==> src/rtl/time_mode_controller.sv <==
// Clock / time-set / stopwatch mode sequencer for the six-digit display.
// Owns the time-of-day and stopwatch counters; all outputs are registered.
module time_mode_controller (
    input  logic        clk,
    input  logic        reset_n,
    input  logic        tick_tenth,
    input  logic        btn_mode,
    input  logic        btn_next,
    input  logic        btn_inc,
    input  logic        btn_start,
    output logic [20:0] out_time,
    output logic [2:0]  flash,
    output logic        display_mode
);

    typedef enum logic [2:0] {
        CLOCK,
        SET_H,
        SET_M,
        SET_S,
        STOPWATCH
    } state_t;

    typedef struct packed {
        logic [4:0] hh;
        logic [5:0] mm;
        logic [5:0] ss;
        logic [3:0] t;
    } time_t;

    state_t state_q, state_d;
    time_t  tod_q, tod_d;
    time_t  sw_q, sw_d;
    logic   sw_run_q, sw_run_d;

    logic [20:0] out_time_d;
    logic [2:0]  flash_d;
    logic        display_mode_d;

    logic press_mode, press_next, press_inc;
    logic in_set, set_exit, in_sw;

    function automatic time_t time_inc(input time_t v);
        time_t r;
        r = v;
        if (v.t == 4'd9) begin
            r.t = 4'd0;
            if (v.ss == 6'd59) begin
                r.ss = 6'd0;
                if (v.mm == 6'd59) begin
                    r.mm = 6'd0;
                    r.hh = (v.hh == 5'd23) ? 5'd0 : v.hh + 5'd1;
                end else begin
                    r.mm = v.mm + 6'd1;
                end
            end else begin
                r.ss = v.ss + 6'd1;
            end
        end else begin
            r.t = v.t + 4'd1;
        end
        return r;
    endfunction

    // Only the highest-priority button of a cycle is acted on.
    always_comb begin
        press_mode = 1'b0;
        press_next = 1'b0;
        press_inc  = 1'b0;
        priority case (1'b1)
            btn_mode: press_mode = 1'b1;
            btn_next: press_next = 1'b1;
            btn_inc:  press_inc  = 1'b1;
            default: ;
        endcase
    end

    assign in_set = (state_q == SET_H) || (state_q == SET_M) ||
                    (state_q == SET_S);
    assign in_sw  = (state_q == STOPWATCH);

    always_ff @(posedge clk or negedge reset_n) begin
        if (!reset_n) begin
            state_q  <= CLOCK;
            tod_q    <= '0;
            sw_q     <= '0;
            sw_run_q <= 1'b0;
        end else begin
            state_q  <= state_d;
            tod_q    <= tod_d;
            sw_q     <= sw_d;
            sw_run_q <= sw_run_d;
        end
    end

    always_comb begin
        state_d = state_q;
        unique case (state_q)
            CLOCK: begin
                if (press_mode)      state_d = STOPWATCH;
                else if (press_next) state_d = SET_H;
            end
            SET_H: begin
                if (press_mode)      state_d = CLOCK;
                else if (press_next) state_d = SET_M;
            end
            SET_M: begin
                if (press_mode)      state_d = CLOCK;
                else if (press_next) state_d = SET_S;
            end
            SET_S: begin
                if (press_mode || press_next) state_d = CLOCK;
            end
            STOPWATCH: begin
                if (press_mode) state_d = CLOCK;
            end
            default: state_d = CLOCK;
        endcase
    end

    assign set_exit = in_set && (state_d == CLOCK);

    // tod is frozen while setting; inc edits one field without carry.
    always_comb begin
        tod_d = tod_q;
        unique case (state_q)
            CLOCK, STOPWATCH: begin
                if (tick_tenth) tod_d = time_inc(tod_q);
            end
            SET_H: begin
                if (press_inc)
                    tod_d.hh = (tod_q.hh == 5'd23) ? 5'd0 : tod_q.hh + 5'd1;
            end
            SET_M: begin
                if (press_inc)
                    tod_d.mm = (tod_q.mm == 6'd59) ? 6'd0 : tod_q.mm + 6'd1;
            end
            SET_S: begin
                if (press_inc)
                    tod_d.ss = (tod_q.ss == 6'd59) ? 6'd0 : tod_q.ss + 6'd1;
            end
            default: ;
        endcase
        if (set_exit) tod_d.t = 4'd0;
    end

    always_comb begin
        sw_d = sw_q;
        if (in_sw && press_inc && !sw_run_q)
            sw_d = '0;
        else if (sw_run_q && tick_tenth)
            sw_d = time_inc(sw_q);
    end

    assign sw_run_d = sw_run_q ^ (in_sw && btn_start);

    always_comb begin
        out_time_d     = tod_q;
        flash_d        = 3'b000;
        display_mode_d = 1'b0;
        unique case (state_q)
            SET_H: flash_d = 3'b100;
            SET_M: flash_d = 3'b010;
            SET_S: flash_d = 3'b001;
            STOPWATCH: begin
                out_time_d     = sw_q;
                display_mode_d = 1'b1;
            end
            default: ;
        endcase
    end

    always_ff @(posedge clk or negedge reset_n) begin
        if (!reset_n) begin
            out_time     <= '0;
            flash        <= 3'b000;
            display_mode <= 1'b0;
        end else begin
            out_time     <= out_time_d;
            flash        <= flash_d;
            display_mode <= display_mode_d;
        end
    end

endmodule

==> config.mk <==
export PLATFORM = sky130hd
export DESIGN_NAME = time_mode_controller
export DESIGN_NICKNAME = d
export VERILOG_FILES = /design/src/rtl/time_mode_controller.sv
export SDC_FILE = /design/constraint.sdc
export NUM_CORES = 1
export LEC_CHECK = 0
export CAP_MARGIN = 0
export CORE_MARGIN = 3
export CORE_UTILIZATION = 51
export DETAILED_ROUTE_END_ITERATION = 8
export PLACE_DENSITY = 0.72
export REMOVE_ABC_BUFFERS = 1
export SYNTH_ARGS = -nofsm -noshare
export SYNTH_HDL_FRONTEND = slang
export SYNTH_SLANG_ARGS = --single-unit
==> constraint.sdc <==
create_clock -name clk -period 2.5 [get_ports clk]
set_input_delay 0.5 -clock clk [delete_from_list [all_inputs] [get_ports clk]]
set_output_delay 0.5 -clock clk [all_outputs]
set_load 0.01 [all_outputs]
==> key figures <==
Layout
  • Fin util: between 60% and 70%
  • Layout cells sized above 1: 15.8%
  • Nets: about 400
  • Non-Filler Instances: 480
  • Syn-to-layout area delta: 17.5%
  • Fillers: ~540
  • # diodes: 0
  • Area occupied by multi-input gates: roughly 0.0017 mm^2
  • Register area: ~0.0018 mm^2

Timing
  • Period minus WS final: between 2 and 2.5 ns
  • Setup TNS: 0 ns
  • Fmax: around 490 MHz
  • Final Hold Fails: 0
  • Worst Tran Pin Value: roughly 0.52 ns
  • RSZ-0062 raised after global routing: false
  • Final setup skew: 0.00401 ns
  • Slew headroom: about two thirds
  • Slew Limit Fails: 0
  • Endpoints failing setup: 0
  • Final period util: between 80% and 90%

CTS
  • Worst-Skew Late Latency: 0.34 ns
  • H-Tree Level Count: 3
  • Sink Count: roughly 70
  • TritonCTS clock tree: built
  • Cts hold-fix bufs: 0
  • Reg clk slew, reported paths: roughly 0.06 ns
  • Post-CTS Setup Bufs: 0
  • Clock Path Buffers: 2
  • Root buffer cell: clkbuf_8
  • Total CTS buffers: 9
  • CTS resizes: 0

Global route
  • Grt total ovfl: 0
  • Overall routing resource usage: between 15 and 20%
  • First-pass GRT wire length: 13400 um
  • Vias in the first global route: approximately 2800
  • Initial antenna violation count: 0
  • Largest net degree at the start of global routing: 28

Detailed routing
  • # DRC: 0
  • DRT iter0 DRCs: roughly 170
  • Drt pass-1 iters: 5
  • WL/cell: approximately 16 um
  • Detailed Route WL: ~7500 um
  • Routed vias: approximately 2800
  • Vias per std cell: slightly below 6
  • ANT nets after route: 0

Synth
  • Synth top area cells: dfrtp_1 (49%), mux2_2 (6.9%), o21ai_0 (3.5%), a21oi_1 (2.9%), ha_1 (2.8%)
  • Post-synth EDFFs: 0
  • Count of cell types in the netlist: slightly below 60
  • Ys flop type: dfrtp_1
  • Async set or reset register ratio after synthesis: 100%
  • Count leader, synth: dfrtp_1
  • Area share of the largest cell type after synthesis: 49.4%
  • Top cell types by occurrence after synthesis: dfrtp_1 (71), o21ai_0 (25), nand2_1 (24)
  • Synthesized area: around 0.0036 mm^2
  • Synth Area per Inst: between 10 and 15 um^2
  • Yosys warning total: 0
  • Register bit total from synthesis: approximately 70
  • Post-Syn Instances: between 300 and 400
  • Seq/Total Area, Yosys: approximately half
  • Cell taking the most area after synthesis: dfrtp_1

Worst setup path
  • CP Buf/Inv Count: 1
  • Worst path top cell family by delay: simple AND/OR/NAND/NOR gates
  • CP max-delay cell: or4_1
  • Critical path depth: 5
  • Crit path capture type: flip-flop
  • CP required: between 2 and 3 ns
  • Arr. time, crit path: around 2.3 ns
  • R2R depth: 7
  • Critical-path cell list: clkdlybuf4s50_1 -> and2_1 -> nand4_2 -> or4_1 -> a21oi_1
  • Critical path's largest stage delay: about 0.59 ns
  • Critical setup path kind: in2reg
  • CP Launch Type: input port
  • Worst-path fanout max: 15

Power
  • Leakage: 1.79 nW
  • PD cells: approximately 800 mW/mm^2
  • Max VDD drop: 0.518 mV

Placement
  • Post-DP HPWL: between 5000 and 6000 um
  • Port Buffers: 31
  • GP Congestion: just over 0.8
  • Cells after DPL: 465

Floorplan
  • Die height: 90.0 um
  • Std-Cell Rows: 29
  • Overall die width: ~90 um
  • Top Ports: 32
  • Core area: about 0.0066 mm^2
  • Initial Utilization: between 50% and 60%
  • Die area: 0.00810 mm^2

Outcome
  • Status: finished, final reports clean

Min path
  • Hold Crit Class: in2async

Run
  • Max cap viols: 0
## worst register-to-register path: stages (launching register included)
cell and delay, ns:
dfrtp_1 0.41, inv_1 0.09, ha_1 0.18, and3b_1 0.28, nand4_1 0.27, buf_4 0.26, or3_1 0.36, nand3_1 0.07
## flip-flops by register name, summed over array words and instances (netlist names)
| signal | cells |
|---|---|
| sw_q | 21 |
| sw_run_q | 1 |
| tod_q | 21 |
| out_time | 21 |
| state_q | 3 |
| flash | 3 |
| display_mode | 1 |
## metal layers
metal	track usage, %	part of all wire, %	wire, um	up-vias
met3	4.76	4.3	328	7
met4	5.23	0.81	61	0
met5	0	0	0	-
li1	-	-	-	1356
met2	33.5	51	3830	73
met1	26.2	44	3330	1369
## path summary, 6_finish.rpt
path,startpoint,endpoint,slack [ns]
worst max-delay path,tick_tenth,sw_q[16],0.46
worst min-delay path,reset_n,sw_q[18],0.11
worst max register to register,tod_q[1],tod_q[20],0.51
worst min register to register,tod_q[9],tod_q[9],0.54
max in group asynchronous,reset_n,tod_q[5],1.82
min in group clk,tod_q[9],tod_q[9],0.54
## power by group
part           leakage [nW]  total, mW  switching [mW]  internal (mW)
Combinational         0.795       1.01           0.456          0.551
Sequential            0.918       1.62           0.233           1.39
Clock                0.0805      0.765           0.383          0.382
Total                  1.79       3.39            1.07           2.32
## cell usage in the layout, fill, tap and decap left out, types with 8 or more instances in the layout
master           instances
ha_1                     8
clkbuf_8                10
mux2_2                  22
a21oi_1                 21
o21ai_0                 25
nor2_1                  16
inv_1                    8
nand3_1                 14
nor3_1                  12
buf_4                   13
nand2_1                 24
dfrtp_1                 71
nor2b_1                  8
clkdlybuf4s50_1         30
## area by class of cell
type / count / share of cell area [%]
Sequential cell: 71 / 42.0
Multi-Input combinational cell: 248 / 40.8
Timing Repair Buffer: 45 / 10.0
Clock buffer: 14 / 3.61
Tap cell: 93 / 2.75
Inverter: 8 / 0.710
Clock inverter: 1 / 0.118
## through the flow
stage	worst slack (ns)	instance area, um^2	hold WS (ns)	power, mW
finish	0.460	4230	0.109	3.39
global route	0.324	4230	0.122	3.62
CTS	0.482	4230	0.112	3.43
detailed placement	0.129	4070	0.475	2.65
global placement	0.160	4070	0.477	2.62
floorplan	-0.825	3530	0.204	2.18
## cells by family after synthesis
logic type	after synthesis	share of synthesized area (%)
xor+xnor	5	1.22
fa+ha+maj	8	2.78
mux	27	8.28
compound gates	81	14.6
flops	71	49.4
simple gates	127	20.9
buf+inv	24	2.82
Power figures use the tool's default switching activity.
==> edit 1: new RTL, same flow settings <==
The 5 states of `state_t` get a one-hot encoding in 5 bits.
--- a/src/rtl/time_mode_controller.sv
+++ b/src/rtl/time_mode_controller.sv
@@ -15,8 +15,8 @@
 
-    typedef enum logic [2:0] {
-        CLOCK,
-        SET_H,
-        SET_M,
-        SET_S,
-        STOPWATCH
+    typedef enum logic [4:0] {
+        CLOCK     = 5'b00001,
+        SET_H     = 5'b00010,
+        SET_M     = 5'b00100,
+        SET_S     = 5'b01000,
+        STOPWATCH = 5'b10000
     } state_t;
Check against the original RTL: no difference found for any inputs over 4 cycles, from zero or initial values and one cycle with reset_n low; so few cycles prove little.
==> edit 1 against the original RTL <==
  * Sequential cell count is 2 higher
  * Worst setup slack worse by 130 ps
  * Synthesized area is 3.8% higher
  * Die area is 3.5% higher
  * Routed wire length is 2.4% higher
  * Global-route usage is 0.098 points lower
  * Total power is 5.1% higher
  * Design area is 4.2% higher
  * Largest cell class unchanged
  * Largest power group unchanged
==> edit 1: results (changes against the original RTL) <==
[clock_tree]
clkTransAtPathRegs_ps = 80  ; was 60 ps
worstSkewPairLatency_ps = 350
clockRootBuffer = clkbuf_8  ; unchanged
cts_buffer_depth = 2  ; unchanged

[layout]
stdcell_count = 542  ; was 480
finalNetCount = 456  ; was 398
layout-drive-gt1-share_pct = 11.7  ; was 15.8%
num-fill-cells = 566  ; was 536

[synthesis]
yosys-top-cells-count = 99 x nand2_1, 72 x dfrtp_1, 32 x nor2_1  ; was 71 x dfrtp_1, 25 x o21ai_0, 24 x nand2_1
synth_mux_area_share_pct = 4.46  ; was 8.28%
synth_xor_area_share_pct = 2.82  ; was 1.22%
synth_adder_area_share_pct = 2.68  ; was 2.78%
ys_types = 59  ; was 58
yosys-top-cells-area = dfrtp_1 48%, nand2_1 10%, nor2_1 3.2%  ; was dfrtp_1 49%, mux2_2 6.9%, o21ai_0 3.5%
synth-seq-area-share_pct = 49.0  ; was 49.4%
synth-compound-area-share_pct = 10.9  ; was 14.6%
yosys_warnings = 0  ; unchanged
syn-mean-instance-area_um2 = 9.33  ; was 10.5 µm²

[timing]
setup_viol = 0  ; unchanged
clock_skew_ps = 6.32  ; was 4.01 ps
worst_pin_slew_ps = 491  ; was 522 ps

[setup_path]
startpoint = tod_q[1]$_DFFE_PN0P_  ; was tick_tenth
cp.arrival_ps = 2410  ; was 2300 ps
critPathMaxFanout = 7  ; was 15

[routing]
drt_iter0_markers = 158  ; was 165
drt_pre_antenna_iters = 5  ; unchanged
vias_per_cell = 5.44  ; was 5.84
avgRoutedWirePerCell_um = 14.3  ; was 15.7 µm

[job]
maxCapViolCount = 0  ; unchanged

[global_routing]
first_global_vias = 2824  ; was 2,770
grt_max_degree = 26  ; was 28
grtUsageTotal_pct = 19.9  ; was 20.0%
grt_pass1_wl_um = 13400  ; about the same

[placed_design]
dpl.hpwl_um = 5570  ; was 5490 µm
place_inst = 526  ; was 465
globalplace.congestion = 0.841  ; was 0.820
place_area_um2 = 4200  ; was 4070 µm²

[power_and_ir_drop]
p_leak_nw = 2.04  ; was 1.79 nW
ir_drop_uv = 386  ; was 518 µV

[status]
status = complete, no violations  ; unchanged

edit 1: routing by layer:
layer  global-route usage [%]  vias to the layer above  wire (µm)
met5                        0                        -          0
li1                         -                     1477          -
met4                     6.28                        0         93
met2                     30.5                       69       3450
met1                     27.7                     1399       3820
met3                     4.97                        6        365
edit 1: kinds of logic after synthesis:
logic type	Yosys count
buffers and inverters	24
AND/OR/NAND/NOR	207
adder cells (fa/ha/maj)	8
AO/OA/AOI/OAI	61
flip-flops	73
multiplexers	15
XOR/XNOR	12
edit 1: cell type report:
type,instances,area [µm²],share of cell area (%)
Tap cell,96,120,2.73
Clock inverter,4,51.3,1.16
Inverter,5,18.8,0.426
Timing Repair Buffer,49,453,10.3
Clock buffer,12,155,3.52
Multi-Input combinational cell,303,1780,40.4
Sequential cell,73,1830,41.5
edit 1: through the flow:
stage | setup slack [ps] | hold slack [ps]
after floorplan | 11.0 | 204
final | 328 | 71.5
after CTS | 337 | 67.8
after detailed placement | 36.6 | 450
after global routing | 186 | 93.1
after global placement | 64.5 | 450
edit 1: path summary, 6_finish.rpt:
path                                         end  slack [ps]
max in group asynchronous    sw_q[7]$_DFFE_PN0P_        1770
hold / removal              sw_q[13]$_DFFE_PN0P_          70
setup / recovery            tod_q[6]$_DFFE_PN0P_         330
min in group clk           tod_q[14]$_DFFE_PN0P_         490
hold reg to reg            tod_q[14]$_DFFE_PN0P_         490
setup reg to reg            tod_q[6]$_DFFE_PN0P_         330
edit 1: power by group:
group | switching [mW] | total, mW | internal [mW]
logic | 0.528 | 1.00 | 0.477
registers | 0.223 | 1.60 | 1.38
clock network | 0.442 | 0.959 | 0.516
total | 1.19 | 3.56 | 2.37
edit 1: critical path, cell delays in order (launching register included):
cell and delay, ps:
dfrtp_1 410, inv_1 90, ha_1 210, and4b_4 310, nand2_1 130, a311oi_4 460
nand2_1 140, mux2_4 310
==> edit 2: new RTL, same settings <==
Made on the original files. Add an input register stage for `btn_inc`, cleared by the reset; this delays it by one clock. The other inputs are not delayed to match.
--- a/src/rtl/time_mode_controller.sv
+++ b/src/rtl/time_mode_controller.sv
@@ -29,2 +29,12 @@
     } time_t;
+
+    logic btn_inc_q;
+
+    always_ff @(posedge clk or negedge reset_n) begin
+        if (!reset_n) begin
+            btn_inc_q <= '0;
+        end else begin
+            btn_inc_q <= btn_inc;
+        end
+    end
 
@@ -72,3 +82,3 @@
             btn_next: press_next = 1'b1;
-            btn_inc:  press_inc  = 1'b1;
+            btn_inc_q:  press_inc  = 1'b1;
             default: ;
Check against the original RTL: not equivalent (Yosys sat finds a counterexample within 4 cycles, from zero or initial values and one cycle with reset_n low).
==> edit 2 against the original RTL <==
  * Total power grew 2.3%
  * Worst setup slack better by 14 ps
  * Via count down 5.0%
  * Synthesized area decreased by 0.52%
  * Critical path depth did not move
  * Routed wire length is 6.5% lower
  * Maximum frequency increased by 0.68%
  * Die area is 0.49% lower
  * Sequential power hardly changed
  * Sequential share of layout area increased by 0.81 points
  * Design area is 0.50% lower
  * Sequential cell count is 1 higher
==> edit 2: results (changes against the original RTL) <==
[status]
status = complete, no violations  ; unchanged

[setup_path]
cp.arrival_ps = 2250  ; was 2300 ps
reg2regPathDepth = 5  ; was 7
ff2ff_setup_slack_ps = 470  ; was 510 ps
r2r_start = tod_q[0]$_DFFE_PN0P_  ; was tod_q[1]$_DFFE_PN0P_
cpPeakStageDelay_ps = 450  ; was 590 ps
cpLargestDelayFamily = simple AND/OR/NAND/NOR gates  ; unchanged
cp_slowest_cell = dfrtp_1  ; was or4_1
critPathMaxFanout = 6  ; was 15
r2r-end = tod_q[17]$_DFFE_PN0P_  ; was tod_q[20]$_DFFE_PN0P_

[placed_design]
globalplace.congestion = 0.897  ; was 0.820
place.port_buffers = 31  ; unchanged
dpl.hpwl_um = 5000  ; was 5490 µm
dp_worst_setup_slack_ps = 162  ; was 129 ps
place_inst = 454  ; was 465

[routing]
drt_iter0_markers = 196  ; was 165
vias = 2664  ; was 2,805
drt_pre_antenna_iters = 4  ; was 5
avgRoutedWirePerCell_um = 15.0  ; was 15.7 µm
vias_per_cell = 5.67  ; was 5.84

[synthesis]
yosys_warnings = 0  ; unchanged
synth-seq-area-share_pct = 50.3  ; was 49.4%
ys_types = 54  ; was 58
yosys-top-cells-count = 72 x dfrtp_1, 32 x nand2_1, 25 x mux2_2  ; was 71 x dfrtp_1, 25 x o21ai_0, 24 x nand2_1
synthCells = 334  ; was 343
synthFlopType = dfrtp_1  ; unchanged
yosys-top-cells-area = dfrtp_1 50%, mux2_2 7.9%, nand2_1 3.4%  ; was dfrtp_1 49%, mux2_2 6.9%, o21ai_0 3.5%
async_flop_share_pct = 100  ; unchanged

[clock_tree]
cts_made_buffers = 9  ; unchanged
clkTransAtPathRegs_ps = 70
htree_levels = 3  ; unchanged
post_cts_buffers = 0  ; unchanged
worstSkewPairLatency_ps = 340  ; about the same
clockRootBuffer = clkbuf_8  ; unchanged
cts_resized = 0  ; unchanged
cts_buffer_depth = 2  ; unchanged

[layout]
top_regs = out_time (21), sw_q (21), tod_q (21)  ; unchanged
antennaDiodeCount = 0  ; unchanged
register_area_um2 = 1800  ; was 1780 µm²
finalNetCount = 387  ; was 398
layout-drive-gt1-share_pct = 16.4  ; was 15.8%
num-fill-cells = 530  ; was 536

[power_and_ir_drop]
ir_drop_uv = 533  ; was 518 µV
p_leak_nw = 1.85  ; was 1.79 nW

[global_routing]
grt_max_degree = 39  ; was 28
grtUsageTotal_pct = 18.6  ; was 20.0%
grt_pass1_wl_um = 12400  ; was 13,400 µm
antenna_found_initial = 0  ; unchanged
first_global_vias = 2569  ; was 2,770

[timing]
clock_skew_ps = 7.52  ; was 4.01 ps
fin_hold_ws_ps = 23.9  ; was 109 ps
slew_headroom_pct = 67.2  ; was 65.2%

[hold_path]
hold_class = input port to asynchronous set/reset pin  ; unchanged

-- edit 2: worst register-to-register path, stage by stage, from the launching register on --
cell and delay (ps):
dfrtp_1 450, ha_1 260, and3b_1 250, and4_1 310, a21boi_1 280, mux2_2 380
-- edit 2: where the power goes --
group          switching [mW]  internal (mW)
combinational           0.420          0.510
clock                   0.408          0.513
sequential              0.229           1.39
-- edit 2: through the flow --
step | area (µm²) | power [mW]
floorplan | 3470 | 2.16
global placement | 4010 | 2.56
detailed placement | 4010 | 2.57
CTS | 4210 | 3.51
global route | 4210 | 3.69
finish | 4210 | 3.47
-- edit 2: metal layers --
metal / wire length, µm / GRT usage [%] / up-vias
met2: 3330 / 29.1 / 59
met4: 133 / 7.28 / 0
met3: 301 / 2.92 / 16
li1: - / - / 1305
met1: 3290 / 26.1 / 1284
met5: 0 / 0 / -
-- edit 2: final cells by class --
class | count | area share (%)
multi-input combinational | 239 | 39.3
clock buffer | 13 | 3.78
sequential | 72 | 42.8
clock inverter | 3 | 0.952
tap | 93 | 2.77
inverter | 6 | 0.535
timing repair buffer | 44 | 9.88
-- edit 2: kinds of logic (layout without fill, tap and decap cells) --
| group | Yosys count | after routing | share of synthesized area, % |
|---|---|---|---|
| and+or+nand+nor | 125 | 125 | 19.6 |
| buffers and inverters | 23 | 66 | 3.64 |
| muxes | 31 | 31 | 9.55 |
| AOI/OAI and AO/OA | 68 | 68 | 12.3 |
| xor gates and xnor gates | 7 | 7 | 1.71 |
| DFF | 72 | 72 | 50.3 |
| adders and majority gates | 8 | 8 | 2.80 |
-- edit 2: worst max-delay path by stage --
stage,from,cells after the start,slack [ps],endpoint
floorplan,state_q[1]$_DFF_PN0_,4,-990,sw_q[0]$_DFFE_PN0P_
finish,tod_q[0]$_DFFE_PN0P_,5,470,tod_q[17]$_DFFE_PN0P_
CTS,tod_q[0]$_DFFE_PN0P_,5,490,tod_q[17]$_DFFE_PN0P_
global placement,tick_tenth,6,190,tod_q[16]$_DFFE_PN0P_
global route,tod_q[4]$_DFFE_PN0P_,5,350,tod_q[17]$_DFFE_PN0P_
detailed placement,tick_tenth,6,160,tod_q[17]$_DFFE_PN0P_
